## config.mk

```make
export PLATFORM = sky130hd
export DESIGN_NAME = branch_unit
export DESIGN_NICKNAME = d
export VERILOG_FILES = /design/src/rtl/jrb8_pkg.sv /design/src/rtl/cond_eval.sv /design/src/rtl/branch_unit.sv
export SDC_FILE = /design/constraint.sdc
export NUM_CORES = 1
export LEC_CHECK = 0
export CORE_MARGIN = 2
export CORE_UTILIZATION = 40
export DETAILED_ROUTE_END_ITERATION = 7
export GPL_ROUTABILITY_DRIVEN = 1
export HOLD_SLACK_MARGIN = 0.02
export PLACE_DENSITY = 0.77
export SYNTH_ARGS = -nofsm -noshare
export SYNTH_HDL_FRONTEND = slang
export SYNTH_SLANG_ARGS = --single-unit
```

## constraint.sdc

```tcl
create_clock -name clk -period 1.9 [get_ports clk]
set_input_delay 0.475 -clock clk [delete_from_list [all_inputs] [get_ports clk]]
set_output_delay 0.475 -clock clk [all_outputs]
set_load 0.01 [all_outputs]
```

## src/rtl/jrb8_pkg.sv

```systemverilog
// rtl/jrb8_pkg.sv - shared jrb8 condition codes, branch states and width defaults
package jrb8_pkg;

  localparam int ADDR_W_DEF = 16;
  localparam int DATA_W_DEF = 8;

  localparam logic [3:0] COND_ALWAYS = 4'd0;
  localparam logic [3:0] COND_Z      = 4'd1;
  localparam logic [3:0] COND_NZ     = 4'd2;
  localparam logic [3:0] COND_C      = 4'd3;
  localparam logic [3:0] COND_NC     = 4'd4;
  localparam logic [3:0] COND_S      = 4'd5;
  localparam logic [3:0] COND_NS     = 4'd6;
  localparam logic [3:0] COND_O      = 4'd7;
  localparam logic [3:0] COND_NO     = 4'd8;
  localparam logic [3:0] COND_SLT    = 4'd9;
  localparam logic [3:0] COND_SGE    = 4'd10;
  localparam logic [3:0] COND_SGT    = 4'd11;
  localparam logic [3:0] COND_SLE    = 4'd12;

  typedef enum logic [1:0] {
    ST_IDLE    = 2'd0,
    ST_GET_HI  = 2'd1,
    ST_GET_LO  = 2'd2,
    ST_RESOLVE = 2'd3
  } br_state_e;

endpackage

```

## src/rtl/cond_eval.sv

```systemverilog
// rtl/cond_eval.sv - combinational condition-code evaluator over Z/O/C/S flags
module cond_eval
  import jrb8_pkg::*;
(
  input  logic [3:0] cond,
  input  logic       zflag,
  input  logic       oflag,
  input  logic       cflag,
  input  logic       sflag,
  output logic       take
);

  logic lt;

  always_comb begin
    lt   = sflag ^ oflag;
    take = 1'b0;
    case (cond)
      COND_ALWAYS: take = 1'b1;
      COND_Z:      take = zflag;
      COND_NZ:     take = ~zflag;
      COND_C:      take = cflag;
      COND_NC:     take = ~cflag;
      COND_S:      take = sflag;
      COND_NS:     take = ~sflag;
      COND_O:      take = oflag;
      COND_NO:     take = ~oflag;
      COND_SLT:    take = lt;
      COND_SGE:    take = ~lt;
      COND_SGT:    take = ~zflag & ~lt;
      COND_SLE:    take = zflag | lt;
      default:     take = 1'b0;
    endcase
  end

endmodule

```

## src/rtl/branch_unit.sv

```systemverilog
// rtl/branch_unit.sv - jrb8 program counter with two-byte conditional jump sequencer
module branch_unit
  import jrb8_pkg::*;
#(
  parameter int ADDR_W = ADDR_W_DEF,
  parameter int DATA_W = DATA_W_DEF
) (
  input  logic              clk,
  input  logic              reset,
  input  logic [DATA_W-1:0] databus,
  input  logic              byte_valid,
  input  logic              pc_inc,
  input  logic              jmp_start,
  input  logic [3:0]        cond,
  input  logic              zflag,
  input  logic              oflag,
  input  logic              cflag,
  input  logic              sflag,
  output logic [ADDR_W-1:0] pc,
  output logic              busy,
  output logic              taken,
  output logic              done
);

  localparam logic [ADDR_W-1:0] PC_ONE = ADDR_W'(1);

  br_state_e         state_q, state_d;
  logic [ADDR_W-1:0] pc_q, pc_d;
  logic [3:0]        cond_q, cond_d;
  logic [3:0]        flags_q, flags_d;
  logic [DATA_W-1:0] hi_q, hi_d;
  logic [DATA_W-1:0] lo_q, lo_d;
  logic              taken_q, taken_d;
  logic              done_q, done_d;
  logic              take;

  // Flags are snapshotted at jmp_start so later compares cannot alter a jump in flight.
  cond_eval u_cond_eval (
    .cond  (cond_q),
    .zflag (flags_q[3]),
    .oflag (flags_q[2]),
    .cflag (flags_q[1]),
    .sflag (flags_q[0]),
    .take  (take)
  );

  always_comb begin
    state_d = state_q;
    pc_d    = pc_q;
    cond_d  = cond_q;
    flags_d = flags_q;
    hi_d    = hi_q;
    lo_d    = lo_q;
    taken_d = 1'b0;
    done_d  = 1'b0;
    case (state_q)
      ST_IDLE: begin
        if (jmp_start) begin
          cond_d  = cond;
          flags_d = {zflag, oflag, cflag, sflag};
          state_d = ST_GET_HI;
        end else if (pc_inc) begin
          pc_d = pc_q + PC_ONE;
        end
      end
      ST_GET_HI: begin
        if (byte_valid) begin
          hi_d    = databus;
          pc_d    = pc_q + PC_ONE;
          state_d = ST_GET_LO;
        end
      end
      ST_GET_LO: begin
        if (byte_valid) begin
          lo_d    = databus;
          pc_d    = pc_q + PC_ONE;
          state_d = ST_RESOLVE;
        end
      end
      ST_RESOLVE: begin
        if (take) begin
          pc_d    = {hi_q, lo_q};
          taken_d = 1'b1;
        end
        done_d  = 1'b1;
        state_d = ST_IDLE;
      end
      default: state_d = ST_IDLE;
    endcase
  end

  always_ff @(posedge clk or negedge reset) begin
    if (!reset) begin
      state_q <= ST_IDLE;
      pc_q    <= '0;
      cond_q  <= '0;
      flags_q <= '0;
      hi_q    <= '0;
      lo_q    <= '0;
      taken_q <= 1'b0;
      done_q  <= 1'b0;
    end else begin
      state_q <= state_d;
      pc_q    <= pc_d;
      cond_q  <= cond_d;
      flags_q <= flags_d;
      hi_q    <= hi_d;
      lo_q    <= lo_d;
      taken_q <= taken_d;
      done_q  <= done_d;
    end
  end

  assign pc    = pc_q;
  assign busy  = (state_q != ST_IDLE);
  assign taken = taken_q;
  assign done  = done_q;

endmodule
```

==> results_dict.tcl, run 1 <==
set metrics [dict create \
    outcome "finished with violations" \
    failed_checks "setup timing" \
    synth_nets 249 \
    start_util_pct 40.7 \
    worst_pin_slew_ps 554 \
    cts_root_buf "clkbuf_8" \
    area_growth_pct 36.1 \
    ir_drop_uv 656 \
    fin_skew_ps 10.1 \
    p_leak_nw 1.36 \
    critPathArrivalTime_ps 2270 \
    synth_edf_count 0 \
    drtAntennaViolNets 0 \
    via_count 1995 \
    finalWorstSetupSlack_ps -172 \
    path_clk_slew_ps 90 \
    drv_slew 0 \
    synth_area_sq_um 2380 \
    hold_path_class "input port to asynchronous set/reset pin" \
    synth_ff_type "dfrtp_1" \
    period_minus_slack_ps 2070 \
    endpoint_kind "flip-flop" \
    insertion_delay_ps 310 \
    powerDensity_nw_per_um2 1940 \
    yosysSeqAreaShare_pct 46.2 \
    cap_violations 0 \
    ys_warn_count 0 \
    firstDrtPassIters 4 \
    p_switching_w 0.00246 \
    clock_sinks 44 \
    cts_tree "built" \
    wl_per_cell_um 15.2 \
    slew_headroom_pct 63.1 \
    pwr-share-comb_pct 58.2 \
    grt-ovfl-total 0 \
    ys_types 45 \
    finalWirelength_um 5530 \
    syn_avg_cell_area_sq_um 10.7 \
    design_area_sq_um 3240 \
    synthTopCellsByArea "dfrtp_1 (46%), mux2_2 (13%), a21oi_1 (3.4%)" \
    hold_ws_ps 233 \
    grt_antenna_before_repair 0 \
    yosysTopAreaCellShare_pct 46.2 \
    final_nets 315 \
    intPower_w 0.00384 \
    gp_congestion 0.861 \
    die_h_um 81.2 \
    dr.first_iter.drc_count 194 \
    synth_most_common_cell "dfrtp_1" \
    pre_cts_slack_ps -238 \
    io_pins 40 \
    worstPathMaxFanout 5 \
    rows 28 \
    max_freq_mhz 483 \
    drive_above_1_share_pct 29.1 \
    cts.hold.buffers_added 0 \
    fin_crit_sh_pct 109 \
    pwr-share-clk_pct 11.8 \
    synth.largest_area_cell "dfrtp_1" \
    timing.setup.tns_ps -1930 \
    p_seq_share_pct 30.0 \
    critPathKind "flip-flop to flip-flop" \
    hold_viol_final 0 \
    crit_required_ps 2100 \
    htreeDepth 2 \
    synth_seq_cells 44 \
    rsz0062_at_grt "yes" \
    setup_viol 17 \
    cts-buffers-inserted 5 \
    hpwl_um 3980 \
    dieWidth_um 81.2 \
    synth_cells 222 \
    startpoint_type "flip-flop" \
    ys_async_sr_fraction_pct 100 \
    swShare_pct 39.1 \
    drc 0 \
    placed_area_sq_um 3030 \
    grtUsageTotal_pct 17.8 \
    grt_pass1_vias 1890 \
    core-area_sq_um 5850 \
    grt_max_degree 45 \
    io_buffers 39 \
    die_area_sq_um 6590 \
    clockBufferDepth 2 \
    viasPerCell 5.48 \
    grt_pass1_wl_um 8920 \
    power_w 0.00630 \
    yosys-top-cells-count "dfrtp_1 (44), mux2_2 (27), a21oi_1 (16)" \
    n_antenna_cell 0 \
]
## timing repair
action / CTS / global route
endpoints found under the setup margin: 18 / 19
gates resized for setup: 3 / 13
pin swaps: 0 / 1
hold endpoints to repair: 0 / 0
setup buffers: 2 / 2
## sequential cells by signal, indices dropped and copies added (netlist names)
name and count:
taken 1, cond_q 4, done 1, flags_q 4
pc 16, lo_q 8, state_q 2, hi_q 8
## cell families after synthesis
| group | Yosys count | synth area share (%) |
|---|---|---|
| flip-flops | 44 | 46.2 |
| adder cells (fa/ha/maj) | 6 | 3.15 |
| buffers and inverters | 19 | 4.26 |
| AND/OR/NAND/NOR | 69 | 16.5 |
| AO/OA/AOI/OAI | 52 | 15.0 |
| multiplexers | 31 | 14.5 |
| XOR/XNOR | 1 | 0.368 |
## cells in the final DEF, fill, tap and decap left out, types with 2 or more instances in the layout
cell / count
a21o_1: 2
a21oi_1: 15
a2bb2oi_2: 2
a31oi_1: 3
and2_1: 3
buf_12: 3
buf_4: 24
clkbuf_8: 5
clkdlybuf4s50_1: 37
clkinv_4: 2
dfrtp_1: 42
dfrtp_2: 2
ha_1: 5
inv_1: 9
mux2_2: 26
mux2i_1: 4
nand2_1: 13
nand2b_1: 5
nand3_1: 9
nand4_1: 2
nor2_1: 10
nor2b_1: 5
nor3_1: 8
nor3b_1: 2
nor4_1: 3
o21a_1: 2
o21ai_0: 7
o21ai_4: 2
o22ai_1: 7
o22ai_2: 2
o32ai_1: 2
## routing by layer
metal | global-route usage [%] | up-vias | share of wire (%)
met3 | 4.56 | 6 | 4.6
met5 | 0 | - | 0
li1 | - | 945 | -
met2 | 28.5 | 57 | 51
met1 | 23.5 | 987 | 43
met4 | 6.10 | 0 | 1.2
## worst paths after layout
path	slack (ps)	start	depth (start not counted)	to
setup / recovery	-170	flags_q[2]$_DFFE_PN0P_	6	pc[1]$_DFFE_PN0P_
min in group clk	510	lo_q[1]$_DFFE_PN0P_	1	lo_q[1]$_DFFE_PN0P_
hold / removal	230	reset	2	pc[10]$_DFFE_PN0P_
setup reg to reg	-170	flags_q[2]$_DFFE_PN0P_	6	pc[1]$_DFFE_PN0P_
hold reg to reg	510	lo_q[1]$_DFFE_PN0P_	1	lo_q[1]$_DFFE_PN0P_
max in group asynchronous	1250	reset	2	flags_q[0]$_DFFE_PN0P_
## power groups by stage
stage,Sequential [W],Combinational (W),Clock (W)
detailed placement,0.00190,0.00335,0
global route,0.00196,0.00398,0.000790
global placement,0.00187,0.00326,0
CTS,0.00188,0.00341,0.000753
floorplan,0.00185,0.00207,0
finish,0.00189,0.00366,0.000743
## layout make-up
cell class	instances	area, sq um
inverters	10	37.5
flip-flops and latches	44	1100
well taps	75	93.8
repair buffers	68	651
clock buffers	5	68.8
fillers	472	2610
clock inverters	3	47.5
multi-input cells	159	1240
## worst max-delay path, cell delays in order (launching register included)
cell,delay (ps)
dfrtp_1,430
nor4bb_1,160
or4_4,550
o21ai_4,150
nand4_4,130
o21ai_4,240
mux2_4,310
## through the flow
stage / std cells / utilization [%]
6_report: 364 / 55.4
5_1_grt: 364 / 55.4
4_1_cts: 362 / 54.1
3_5_place_dp: 352 / 51.8
3_3_place_gp: 352 / 51.8
2_1_floorplan: 222 / -
Power figures use the tool's default switching activity.
==> run 2: changes to the inputs <==
- CORE_UTILIZATION: 40 -> 35
- CTS_CLUSTER_DIAMETER: unset -> 120
- PLACE_DENSITY: 0.77 -> 0.71
==> run 2 against run 1 <==
Net effect:
- the run still ends with setup timing left
- non-clock buffer count grew 3
- critical path depth grew 1
- cell count grew 2.2%
- sequential share of layout area shrank 0.83 points
- flip-flop and latch count is the same
- wire length grew 2.8%
==> results_dict.tcl, run 2 (same netlist as run 1, synthesis figures left out) <==
set metrics [dict create \
    grt-ovfl-total 0 \
    grt_antenna_before_repair 0 \
    worstPathMaxFanout 6 \
    ir_drop_uv 811 \
    core-area_sq_um 6680 \
    fin_crit_sh_pct 109 \
    io_pins 40 \
    start_util_pct 35.6 \
    p_switching_w 0.00251 \
    crit_required_ps 2120 \
    intPower_w 0.00402 \
    grt_pass1_wl_um 9280 \
    pwr-share-comb_pct 59.9 \
    finalWirelength_um 5690 \
    rsz0062_at_grt "yes" \
    area_growth_pct 39.7 \
    final_nets 318 \
    final_common_cell "dfrtp_1" \
    firstDrtPassIters 4 \
    gp_congestion 0.836 \
    rows 30 \
    wl_per_cell_um 15.3 \
    clockBufferDepth 2 \
    failed_checks "setup timing" \
    final_cell_mix "dfrtp_1 (41), clkdlybuf4s50_1 (37), mux2_2 (26), buf_4 (25), a21oi_1 (14)" \
    grt_pass1_vias 1865 \
    r2r_cells 7 \
    design_area_sq_um 3330 \
    fin_skew_ps 11.0 \
    via_count 1928 \
    cts-buffers-inserted 5 \
    die_h_um 86.5 \
    insertion_delay_ps 300 \
    hpwl_um 4190 \
    drc 0 \
    viasPerCell 5.18 \
    critPathArrivalTime_ps 2280 \
    htreeDepth 2 \
    cts_root_buf "clkbuf_8" \
    clock_sinks 44 \
    path_clk_slew_ps 90 \
    startpoint_type "flip-flop" \
    dr.first_iter.drc_count 143 \
    cap_violations 0 \
    outcome "finished with violations" \
    pre_cts_slack_ps -184 \
    dieWidth_um 86.5 \
    drtAntennaViolNets 0 \
    multi_input_comb_area_sq_um 1280 \
    r2r-end "pc[7]$_DFFE_PN0P_" \
    setup_viol 17 \
    hold_path_class "input port to asynchronous set/reset pin" \
    max_freq_mhz 485 \
    period_minus_slack_ps 2060 \
    endpoint_kind "flip-flop" \
    die_area_sq_um 7480 \
    n_antenna_cell 0 \
    grtUsageTotal_pct 15.8 \
    powerDensity_nw_per_um2 1960 \
    rr_startpoint "flags_q[0]$_DFFE_PN0P_" \
    slew_headroom_pct 72.1 \
    p_leak_nw 1.39 \
    nFillCells 596 \
    finalWorstSetupSlack_ps -162 \
    swShare_pct 38.4 \
    pwr-share-clk_pct 11.0 \
    critPathKind "flip-flop to flip-flop" \
    io_buffers 39 \
    largest_reg_flops 16 \
    p_seq_share_pct 29.2 \
    power_w 0.00653 \
    reg2reg_setup_slack_ps -160 \
    drv_slew 0 \
    cts_tree "built" \
    drive_above_1_share_pct 32.2 \
    worst_pin_slew_ps 418 \
    seq_area_sq_um 1100 \
    hold_viol_final 0 \
    placed_area_sq_um 3070 \
    hold_ws_ps 90.0 \
    grt_max_degree 30 \
]
## run 2: cell types whose count changed in the layout (fill, tap and decap cells not counted), moves of 2 or more
cell / previous run / this run
o22ai_1: 7 / 2
o22ai_2: 2 / 7
buf_12: 3 / 5
clkinv_4: 2 / 0
## run 2: critical path, stage by stage (launching register included)
cell	delay (ps)
dfrtp_2	450
nor3b_4	160
or4_4	520
o21ai_4	150
nand4_4	120
buf_6	160
and3_4	170
o32ai_4	240
## run 2: layer usage
| layer | vias to the layer above | global-route usage, % | part of all wire (%) |
|---|---|---|---|
| met3 | 9 | 2.86 | 3.1 |
| met2 | 40 | 25.6 | 49 |
| met5 | - | 0 | 0 |
| li1 | 953 | - | - |
| met4 | 0 | 5.11 | 1.4 |
| met1 | 926 | 21.4 | 46 |
## run 2: per-stage QoR
stage	util, %	instances	TNS (ps)
final	49.8	372	-1930
after global routing	49.8	372	-2840
after CTS	48.7	371	-2190
after detailed placement	46.0	360	-2340
after global placement	46.0	360	-1780
after floorplan	-	222	-1690
## run 2: area by class of cell
type | count | area share (%)
multi-input combinational | 159 | 38.5
sequential | 44 | 33.2
timing repair buffer | 71 | 20.9
tap | 80 | 3.01
clock buffer | 6 | 2.18
inverter | 10 | 1.13
clock inverter | 2 | 1.05
## run 2: repair_timing
item | CTS | global route
hold buffers | 0 | 0
hold endpoints to repair | 0 | 0
pin swaps | 3 | 4
setup endpoints to repair | 18 | 19
resized for setup | 9 | 16
cloned | 0 | 0
buffers inserted | 3 | 1
## run 2: power by group through the flow
stage / Combinational, W / Clock, W / Sequential, W
after global placement: 0.00343 / 0 / 0.00188
after floorplan: 0.00207 / 0 / 0.00185
after CTS: 0.00372 / 0.000729 / 0.00189
after detailed placement: 0.00350 / 0 / 0.00190
after global routing: 0.00423 / 0.000765 / 0.00199
final: 0.00391 / 0.000717 / 0.00191
## run 2: how the worst max path moves through the flow
stage	slack (ps)	depth (start not counted)	startpoint	end
after floorplan	-180	8	cond_q[0]$_DFFE_PN0P_	pc[7]$_DFFE_PN0P_
after global placement	-150	6	flags_q[0]$_DFFE_PN0P_	pc[1]$_DFFE_PN0P_
after detailed placement	-180	7	flags_q[0]$_DFFE_PN0P_	pc[9]$_DFFE_PN0P_
after CTS	-170	6	flags_q[0]$_DFFE_PN0P_	pc[1]$_DFFE_PN0P_
after global routing	-210	7	flags_q[0]$_DFFE_PN0P_	pc[7]$_DFFE_PN0P_
final	-160	7	flags_q[0]$_DFFE_PN0P_	pc[7]$_DFFE_PN0P_
==> run 3: changes to the inputs <==
- CTS_CLUSTER_SIZE: unset -> 28
- REMOVE_ABC_BUFFERS: unset -> 1
==> run 3 against run 2 <==
Net effect:
- worst setup slack lost 16 ps
- power decreased by 5.8%
- clock skew is 2.8 ps lower
- global-route usage decreased by 0.27 points
- critical path depth fell by 1
- the run still ends with setup timing left
- hold slack improved by 38 ps
- wire length is 4.4% lower
- count of clock-buffer cells in the layout up 1
- via count rose by 0.99%
==> results_dict.tcl, run 3 (same netlist as run 1, synthesis figures left out) <==
set metrics [dict create \
    cts_tree "built" \
    met1_usage_pct 20.1 \
    dr.first_iter.drc_count 159 \
    gp_congestion 0.886 \
    max_freq_mhz 481 \
    p_leak_nw 1.35 \
    outcome "finished with violations" \
    dieWidth_um 86.5 \
    firstDrtPassIters 4 \
    final_common_cell "dfrtp_1" \
    worstPathMaxFanout 6 \
    io_buffers 39 \
    grt_pass1_vias 1900 \
    placed_area_sq_um 3020 \
    hold_ws_ps 128 \
    grt-ovfl-total 0 \
    rr_startpoint "flags_q[2]$_DFFE_PN0P_" \
    drtAntennaViolNets 0 \
    clock_sinks 44 \
    rows 30 \
    final_cell_mix "dfrtp_1 (44), clkdlybuf4s50_1 (37), buf_4 (29), mux2_2 (27), a21oi_1 (16)" \
    viasPerCell 5.25 \
    r2r_cells 6 \
    grt_antenna_before_repair 0 \
    rsz0062_at_grt "yes" \
    path_clk_slew_ps 80 \
    cap_violations 0 \
    use_met3_pct 3.52 \
    insertion_delay_ps 300 \
    die_h_um 86.5 \
    drc 0 \
    pre_cts_slack_ps -173 \
    io_pins 40 \
    drv_slew 0 \
    area_growth_pct 34.5 \
    hold_viol_final 0 \
    clockBufferDepth 2 \
    wl_per_cell_um 14.6 \
    failed_checks "setup timing" \
    via_count 1947 \
    finalWorstSetupSlack_ps -178 \
    slew_headroom_pct 66.4 \
    power_w 0.00615 \
    die_area_sq_um 7480 \
    critPathArrivalTime_ps 2260 \
    ir_drop_uv 615 \
    powerDensity_nw_per_um2 1920 \
    period_minus_slack_ps 2080 \
    worst_pin_slew_ps 504 \
    largest_reg_flops 16 \
    finalWirelength_um 5430 \
    fin_crit_sh_pct 109 \
    grt_pass1_wl_um 9030 \
    setup_viol 17 \
    hold_path_class "input port to asynchronous set/reset pin" \
    r2r-end "pc[1]$_DFFE_PN0P_" \
    core-area_sq_um 6680 \
    final_nets 317 \
    cts-buffers-inserted 5 \
    use_met2_pct 25.9 \
    startpoint_type "flip-flop" \
    cts_root_buf "clkbuf_8" \
    crit_required_ps 2090 \
    busiest_layer "met2" \
    endpoint_kind "flip-flop" \
    reg2reg_setup_slack_ps -180 \
    design_area_sq_um 3200 \
    drive_above_1_share_pct 28.2 \
    n_antenna_cell 0 \
    start_util_pct 35.6 \
    critPathKind "flip-flop to flip-flop" \
    grt_max_degree 23 \
    hpwl_um 4210 \
    fin_skew_ps 8.18 \
    grtUsageTotal_pct 15.5 \
    htreeDepth 2 \
]
## run 3: changes by cell type in the layout (fill, tap and decap cells not counted), moves of 2 or more
cell,delta
o22ai_1,+7
o22ai_2,-7
buf_12,-5
buf_4,+4
dfrtp_1,+3
dfrtp_2,-3
a21oi_1,+2
a21oi_2,-2
clkbuf_8,+2
## run 3: layout make-up
| type | count | area (sq um) |
|---|---|---|
| inverter | 10 | 37.5 |
| sequential | 44 | 1100 |
| clock buffer | 7 | 96.3 |
| fill | 620 | 3480 |
| tap | 80 | 100 |
| timing repair buffer | 70 | 624 |
| clock inverter | 1 | 30.0 |
| multi-input combinational | 159 | 1210 |
## run 3: repair_timing
item,CTS,global route
resized for setup,3,8
setup buffers,2,0
pin swaps,1,1
hold buffers,0,0
setup endpoints to repair,18,18
## run 3: critical path, stage by stage, from the launching register on
cell      delay, ps
dfrtp_1         420
nor4bb_1        140
or4_4           560
o21ai_4         160
nand4_4         140
o21ai_4         180
mux2_2          350
## run 3: where the power goes
part           internal (W)  switching, W
clock              0.000464      0.000318
sequential          0.00143      0.000454
combinational       0.00191       0.00158
total               0.00380       0.00235
## run 3: stage by stage
stage	utilization (%)	instances	TNS, ps
2_1_floorplan	-	213	-4100
3_3_place_gp	45.2	361	-1550
3_5_place_dp	45.2	361	-2090
4_1_cts	47.4	371	-1750
5_1_grt	47.9	371	-3120
6_report	47.9	371	-1590
## run 3: how the worst max path moves through the flow
stage	start	to	slack, ps
CTS	flags_q[2]$_DFFE_PN0P_	pc[1]$_DFFE_PN0P_	-190
floorplan	state_q[0]$_DFFE_PN0P_	pc[11]$_DFFE_PN0P_	-400
global placement	flags_q[2]$_DFFE_PN0P_	pc[1]$_DFFE_PN0P_	-130
global route	flags_q[2]$_DFFE_PN0P_	pc[1]$_DFFE_PN0P_	-250
detailed placement	jmp_start	pc[8]$_DFFE_PN0P_	-170
finish	flags_q[2]$_DFFE_PN0P_	pc[1]$_DFFE_PN0P_	-180
## run 3: routing by layer
layer  part of all wire [%]  wire [um]
met5                      0          0
met3                    3.6        195
met1                     47       2540
met2                     49       2650
met4                   0.88         48
